`src/rtl/uart_tx_fifo_pkg.sv`:
```
// Shared definitions for the UART transmit path: byte width and the
// request sequencer's state encoding.
package uart_tx_fifo_pkg;

  localparam int UART_DATA_W = 8;

  typedef enum logic [1:0] {
    S_IDLE       = 2'd0,
    S_WAIT_START = 2'd1,
    S_WAIT_DONE  = 2'd2
  } tx_state_t;

endpackage

```
`src/rtl/uart_tx_fifo_mem.sv`:
```
// DEPTH x DATA_W register array with one synchronous write port and an
// asynchronous read port. Contents are deliberately not reset.
module uart_tx_fifo_mem #(
  parameter int DATA_W = 8,
  parameter int DEPTH  = 16,
  parameter int ADDR_W = 4
) (
  input  logic              clk,
  input  logic              we,
  input  logic [ADDR_W-1:0] waddr,
  input  logic [DATA_W-1:0] wdata,
  input  logic [ADDR_W-1:0] raddr,
  output logic [DATA_W-1:0] rdata
);

  logic [DATA_W-1:0] mem [DEPTH];

  always_ff @(posedge clk) begin
    if (we) mem[waddr] <= wdata;
  end

  assign rdata = mem[raddr];

endmodule

```
`src/rtl/uart_tx_fifo.sv`:
```
// Byte FIFO feeding UART_TX: buffers host writes and hands bytes to the
// transmitter one frame at a time via a req/busy handshake.
module uart_tx_fifo
  import uart_tx_fifo_pkg::*;
#(
  parameter int DATA_W   = UART_DATA_W,
  parameter int DEPTH    = 16,
  parameter int ADDR_W   = $clog2(DEPTH),
  parameter int START_TO = 8
) (
  input  logic              clk,
  input  logic              rst,
  input  logic              wr_en,
  input  logic [DATA_W-1:0] wr_data,
  output logic              full,
  output logic              empty,
  output logic [ADDR_W:0]   count,
  output logic              overflow,
  input  logic              ovf_clr,
  output logic              tx_req,
  output logic [DATA_W-1:0] tx_data,
  input  logic              tx_busy,
  output logic              start_err
);

  localparam int TIMER_W = (START_TO > 1) ? $clog2(START_TO) : 1;

  tx_state_t           state, state_d;
  logic [TIMER_W-1:0]  timer, timer_d;
  logic [ADDR_W-1:0]   wr_ptr, rd_ptr;
  logic [ADDR_W:0]     count_d;
  logic [DATA_W-1:0]   rd_data, tx_data_d;
  logic                tx_req_d, start_err_d;
  logic                push, pop;

  assign full  = (count == (ADDR_W+1)'(DEPTH));
  assign empty = (count == '0);
  assign push  = wr_en && !full;

  uart_tx_fifo_mem #(
    .DATA_W(DATA_W),
    .DEPTH (DEPTH),
    .ADDR_W(ADDR_W)
  ) u_mem (
    .clk  (clk),
    .we   (push),
    .waddr(wr_ptr),
    .wdata(wr_data),
    .raddr(rd_ptr),
    .rdata(rd_data)
  );

  always_comb begin
    count_d = count;
    if (push && !pop)      count_d = count + (ADDR_W+1)'(1);
    else if (!push && pop) count_d = count - (ADDR_W+1)'(1);
  end

  // A drop in the same cycle as ovf_clr keeps the flag set.
  always_ff @(posedge clk or posedge rst) begin
    if (rst) begin
      wr_ptr   <= '0;
      rd_ptr   <= '0;
      count    <= '0;
      overflow <= 1'b0;
    end else begin
      if (push) wr_ptr <= wr_ptr + ADDR_W'(1);
      if (pop)  rd_ptr <= rd_ptr + ADDR_W'(1);
      count <= count_d;
      if (wr_en && full) overflow <= 1'b1;
      else if (ovf_clr)  overflow <= 1'b0;
    end
  end

  always_comb begin
    state_d     = state;
    timer_d     = timer;
    tx_req_d    = 1'b0;
    tx_data_d   = tx_data;
    start_err_d = 1'b0;
    pop         = 1'b0;
    case (state)
      S_IDLE: begin
        if (!empty && !tx_busy) begin
          pop       = 1'b1;
          tx_data_d = rd_data;
          tx_req_d  = 1'b1;
          timer_d   = '0;
          state_d   = S_WAIT_START;
        end
      end
      S_WAIT_START: begin
        // A byte whose frame never starts is dropped rather than retried.
        if (tx_busy) begin
          state_d = S_WAIT_DONE;
        end else if (timer == TIMER_W'(START_TO - 1)) begin
          start_err_d = 1'b1;
          state_d     = S_IDLE;
        end else begin
          timer_d = timer + TIMER_W'(1);
        end
      end
      S_WAIT_DONE: begin
        if (!tx_busy) state_d = S_IDLE;
      end
      default: state_d = S_IDLE;
    endcase
  end

  always_ff @(posedge clk or posedge rst) begin
    if (rst) begin
      state     <= S_IDLE;
      timer     <= '0;
      tx_req    <= 1'b0;
      tx_data   <= '0;
      start_err <= 1'b0;
    end else begin
      state     <= state_d;
      timer     <= timer_d;
      tx_req    <= tx_req_d;
      tx_data   <= tx_data_d;
      start_err <= start_err_d;
    end
  end

endmodule

```
`config.mk`:
```
export PLATFORM = sky130hd
export DESIGN_NAME = uart_tx_fifo
export DESIGN_NICKNAME = d
export VERILOG_FILES = /design/src/rtl/uart_tx_fifo_pkg.sv /design/src/rtl/uart_tx_fifo_mem.sv /design/src/rtl/uart_tx_fifo.sv
export SDC_FILE = /design/constraint.sdc
export NUM_CORES = 1
export LEC_CHECK = 0
export CAP_MARGIN = 25
export CORE_MARGIN = 3
export CORE_UTILIZATION = 38
export CTS_CLUSTER_SIZE = 24
export DETAILED_ROUTE_END_ITERATION = 10
export PLACE_DENSITY = 0.59
export RECOVER_POWER = 50
export SYNTH_ARGS = -nofsm -noshare
export SYNTH_HDL_FRONTEND = slang
export SYNTH_SLANG_ARGS = --single-unit
export TNS_END_PERCENT = 20
```
`constraint.sdc`:
```
create_clock -name clk -period 3.6 [get_ports clk]
set_input_delay 0.54 -clock clk [delete_from_list [all_inputs] [get_ports clk]]
set_output_delay 0.54 -clock clk [all_outputs]
set_load 0.03 [all_outputs]
```
* After elaboration in Yosys (flattened, before gate mapping) *
Memory sizes are Yosys's and may differ from the RTL's. A register that Yosys moved wholly into a read port is not among the register bits.
Index checks and enable logic that the tools add are counted.

operators by class
  eq/ne operators = 9
  mux-type cells = 20
  add/sub/neg operators = 5
  reduce and logical (&&, ||, !) cells = 18

operators with widths
  kind                                               count
  two-way mux 5 bit                                  2
  two-way mux 1 bit                                  9
  two-way mux 3 bit                                  3
  adder 4 x 1 -> 4 bit (second input constant)       2
  two-way mux 2 bit                                  4
  inequality test 2 bit (second input constant)      4
  case mux 2 bit (3 select lines)                    1
  case mux 3 bit (2 select lines)                    1
  nonzero test 2 bit                                 3
  adder 5 x 1 -> 5 bit (second input constant)       1
  == test 5 bit (second input constant)              1
  logical AND 1 bit                                  5
  logical NOT 1 bit                                  5
  logical NOT 5 bit                                  1
  subtractor 5 x 1 -> 5 bit (second input constant)  1
  AND reduction 4 bit                                1
  adder 3 x 1 -> 3 bit (second input constant)       1
  == test 3 bit (second input constant)              1
  inequality test 3 bit (second input constant)      1
  AND reduction 3 bit                                1
  == test 2 x 1 -> 1 bit (second input constant)     1
  == test 2 bit (second input constant)              1
  logical NOT 2 bit                                  1
  AND reduction 2 bit                                1

word-level totals
  memories = 1
  output and inout bits = 18
  RAM bits = 128
  flip-flop bits (word level) = 21

memory list
  name       words  width  rd ports  clocked after Yosys merged registers in  wr ports  RTL line                source
  u_mem.mem  16     8      1         1                                        1         uart_tx_fifo_mem.sv:16  logic [DATA_W-1:0] mem [DEPTH];

* Depth between registers and ports, before layout *
  depth in word-level cells = 8
  depth in mapped cells = 11

* By module *
A second synthesis with hierarchy kept.

unflattened totals
  cells, all modules = 327
  area total of the unflattened synthesis = 6,363.6 um2

by module, submodules not included
  module            seq. area each (um2)  cells each  area each (um2)  instances
  uart_tx_fifo_mem  3,843.7               221         4,987.3          1
  uart_tx_fifo      725.7                 106         1,376.3          1

* Least setup slack after synthesis *
OpenSTA, ideal clock, no wires.

  path kind = reg2reg
  start point = reg count[0]
  end point = reg count[4]
  cell stages (with the launch flop) = 12
  buffers on the path = 1
  arrival = 2,982 ps
  slack = 484 ps
  library setup time = 134 ps
  path through = dfrtp_1 > nor4_1 > nor2b_1 > or4_1 > buf_2 > ha_1 > inv_1 > ha_1 > a21o_1 > a21oi_1 > mux2i_1 > xnor2_1

on the way
  word-level cells in the longest chain between the ends = 8
  elaborated cells on any way between the ends = 17

RTL lines
  element                                                  RTL line            source
  from (decl)                                              uart_tx_fifo.sv:17  output logic [ADDR_W:0] count,
  from (signal assigned)                                   uart_tx_fifo.sv:69  count <= count_d;
  logical NOT 5 bit *                                      uart_tx_fifo.sv:37  assign empty = (count == '0);
  net empty                                                uart_tx_fifo.sv:16  output logic empty,
  logical NOT 1 bit *                                      uart_tx_fifo.sv:84  if (!empty && !tx_busy) begin
  logical AND 1 bit *                                      uart_tx_fifo.sv:84
  two-way mux 1 bit *                                      uart_tx_fifo.sv:84
  two-way mux 1 bit *                                      uart_tx_fifo.sv:82  case (state)
  logical NOT 1 bit                                        uart_tx_fifo.sv:55  if (push && !pop) count_d = count + (ADDR_W+1)'(1);
  logical AND 1 bit                                        uart_tx_fifo.sv:55
  two-way mux 5 bit or nonzero test 2 bit (tied branches)  -

Mark *: on every way through the listed nets, which the timed path passes. The rest lies on a longest branch. The select of a mux whose other input is x is not followed.
A chain may end at the register's enable or synchronous reset.

* Worst setup path after layout *
  start point = reg count[0]
  end point = reg count[4]

on the way
  word-level cells in the longest chain between the ends = 8
  elaborated cells on any way between the ends = 17

RTL lines
  element                                                  RTL line
  logical NOT 5 bit                                        uart_tx_fifo.sv:37
  logical NOT 1 bit                                        uart_tx_fifo.sv:84
  logical AND 1 bit                                        uart_tx_fifo.sv:84
  two-way mux 1 bit                                        uart_tx_fifo.sv:84
  two-way mux 1 bit                                        uart_tx_fifo.sv:82
  logical NOT 1 bit                                        uart_tx_fifo.sv:55
  logical AND 1 bit                                        uart_tx_fifo.sv:55
  two-way mux 5 bit or nonzero test 2 bit (tied branches)  -

Several ways; a longest one is shown, not always the timed one. The select of a mux whose other input is x is not followed.

==> results.md <==
* Clk_lat worst skew at 0.42 ns
* Vias per inst at 5.02
* Fraction of layout cells with a size suffix above 1 at 17.7%
* Clock Tree Buf Depth at 2
* Num CTS Buffers at 17
* Maximum clock frequency at 0.361 GHz
* Die Area at 0.0184 sq mm
* ANT nets after route at 0
* Initial Util at 39.6%
* ANT cells at 0
* Register area at 0.00457 sq mm
* Via Count at 3,186
* Pwr per Cell Area at 805 mW/mm^2
* Finished Cell Area at 0.00758 sq mm
* Total Power at 6.10 mW
* DP Area at 0.00702 sq mm
* Post-Synth Adder-Cell Area at 2.66%
* # DRC at 0
* Synth top area share at 60.0%
* Final period demand of the worst path at 2.77 ns
* Syn nets at 379
* Commonest cells post-synth: edfxtp_1, nand2_1, dfrtp_1
* CORE AREA at 0.0162 sq mm
* Post-Synth XOR/XNOR Area at 1.51%
* Total global routing overflow at 0
* Ys flop type: edfxtp_1
* Mux cell area share after synthesis at 15.2%
* Worst setup EP type: flip-flop
* Arrival time worst endpoint at 3.12 ns
* Area grow syn2layout at 18.5%
* Count leader, synth: edfxtp_1
* CTS Root Cell: clkbuf_16
* Main combinational cell family by area after synthesis: multiplexers
* Multi-input gate area at 0.00168 sq mm
* Cells after Synth at 353
* WL final at 12,200 um
* Die Y-Extent at 136 um
* Post-CTS setup buffers at 0
* CTS sink count at 157
* Yosys cell types at 37
* Drt pass-1 iters at 4
* Ys async rst share at 18.5%
* Fin. Hold Viols at 0
* Fin. max-slew vios at 0
* DP Wirelength at 7460 um
* Post-CTS Hold Buffers at 0
* Number of DRC markers in iteration 0 at 212
* Final Cycle Share at 76.9%
* Yosys top cell by area: edfxtp_1
* Mapped cell area at 0.00640 sq mm
* Final setup viols at 0
* IO buf count at 30
* Critical path class: reg -> reg
* CTS clk-pin slew, worst paths at 0.06 ns
* Die extent in x at 136 um
* Compound-gate portion of the synthesized area at 2.19%
* FP Rows at 46
* Nets at 432
* Simple-gate share of the synthesized area at 4.65%
* Post-synth EDFFs at 128
* TNS Setup at 0 ns
* Total GRT Usage at 14.4%
* Pin count of the biggest net entering global routing at 36
* Setup WS post-layout at 0.830 ns
* Slew of the pin with the lowest slew margin at 1.15 ns
* YS warnings at 0
* Sequential share of the synthesized area at 71.4%
* Vias in the first global route at 3,329
* Max-Cap Viols at 0
* CP Launch Type: flip-flop
* Pre-CTS WS at 0.619 ns
* FILL cells at 1,358
* H-tree Lvls at 4
* Initial antenna violation count at 0
* Yosys reg bits at 157
* Synth area leaders: edfxtp_1, dfrtp_1, mux4_1, mux4_2, ha_1
* Type of the tightest min-delay check: reg -> reg
* # IOs at 31
* CP Max Fanout at 9
* First-pass GRT wire length at 19,000 um
* Syn_area_per_cell at 18.1 sq um
* PostCTS Resize Cnt at 0
* Final Skew at 0.00681 ns
* Status: complete, no violations
* Relative slew slack at 23.0%
* Static Leak at 2.72 nW
* CTS tree: done
* Final Util at 46.9%
* Worst path required time at 3.95 ns
* RSZ-0062 raised after global routing: no
* Wire per inst at 19.2 um
* Worst-case vdd ir drop at 0.365 mV
* RePlAce Congestion at 0.743
[worst paths after layout]
check / slack, ns / start / cells past startpoint / to
min in group asynchronous: 0.62 / rst / 2 / start_err$_DFF_PP0_
max in group asynchronous: 1.64 / rst / 3 / rd_ptr[0]$_DFFE_PP0P_
hold reg to reg: 0.49 / tx_data[3]$_DFFE_PP0P_ / 2 / tx_data[3]$_DFFE_PP0P_
hold / removal: 0.49 / tx_data[3]$_DFFE_PP0P_ / 2 / tx_data[3]$_DFFE_PP0P_
setup / recovery: 0.83 / count[0]$_DFFE_PP0P_ / 11 / count[4]$_DFFE_PP0P_
setup reg to reg: 0.83 / count[0]$_DFFE_PP0P_ / 11 / count[4]$_DFFE_PP0P_
[sequential cells by signal, summed over array words and instances, names as in the netlist]
register	count
u_mem.mem	128
overflow	1
state	2
start_err	1
tx_req	1
count	5
wr_ptr	4
tx_data	8
timer	3
rd_ptr	4
[routing by layer]
layer  GRT usage (%)  vias to the layer above  part of all wire [%]
met3            4.49                       16                   5.8
li1                -                     1466                     -
met2            23.0                       86                    50
met5               0                        -                     0
met4            4.70                        0                   1.3
met1            19.0                     1618                    43
[critical path, cell delays in order, from the launching register on]
cell	delay (ns)
dfrtp_1	0.42
nor4_1	0.35
and2_0	0.24
nor2b_1	0.06
clkbuf_1	0.21
ha_1	0.30
inv_1	0.15
ha_1	0.26
a21o_1	0.16
a21oi_1	0.18
mux2i_1	0.23
xnor2_1	0.13
[layout by cell type, fill, tap and decap left out, drive strengths merged, types with 9 or more instances in the layout]
cell type      Yosys  final
buf               16     19
clkbuf             2     28
clkdlybuf4s50      0     21
dfrtp             29     29
dlygate4sd3        0      9
edfxtp           128    128
ha                12     12
inv                9     11
mux2i             10     10
mux4              32     32
nand2             35     35
nor2              16     16
o21ai             22     22
xnor2              9      9
[layout make-up]
class,count,share of cell area [%]
flip-flops and latches,157,60.3
well taps,216,3.56
clock buffers,25,6.53
inverters,9,0.445
repair buffers,52,5.99
clock inverters,7,1.06
multi-input cells,169,22.1
[stage by stage]
step           hold WS, ns  std cells
2_1_floorplan        0.464        353
3_3_place_gp         0.471        603
3_5_place_dp         0.480        603
4_1_cts              0.494        635
5_1_grt              0.515        635
6_report             0.486        635
[where the power goes]
group	switching (mW)	total [mW]	internal, mW
logic	0.993	1.88	0.892
registers	0.227	2.49	2.27
clock network	0.693	1.72	1.03
[logic make-up after synthesis]
family / count (synthesis)
compound gates: 26
simple gates: 69
buf+inv: 27
xor+xnor: 11
fa+ha+maj: 13
mux: 50
flops: 157
Power figures use the tool's default switching activity.
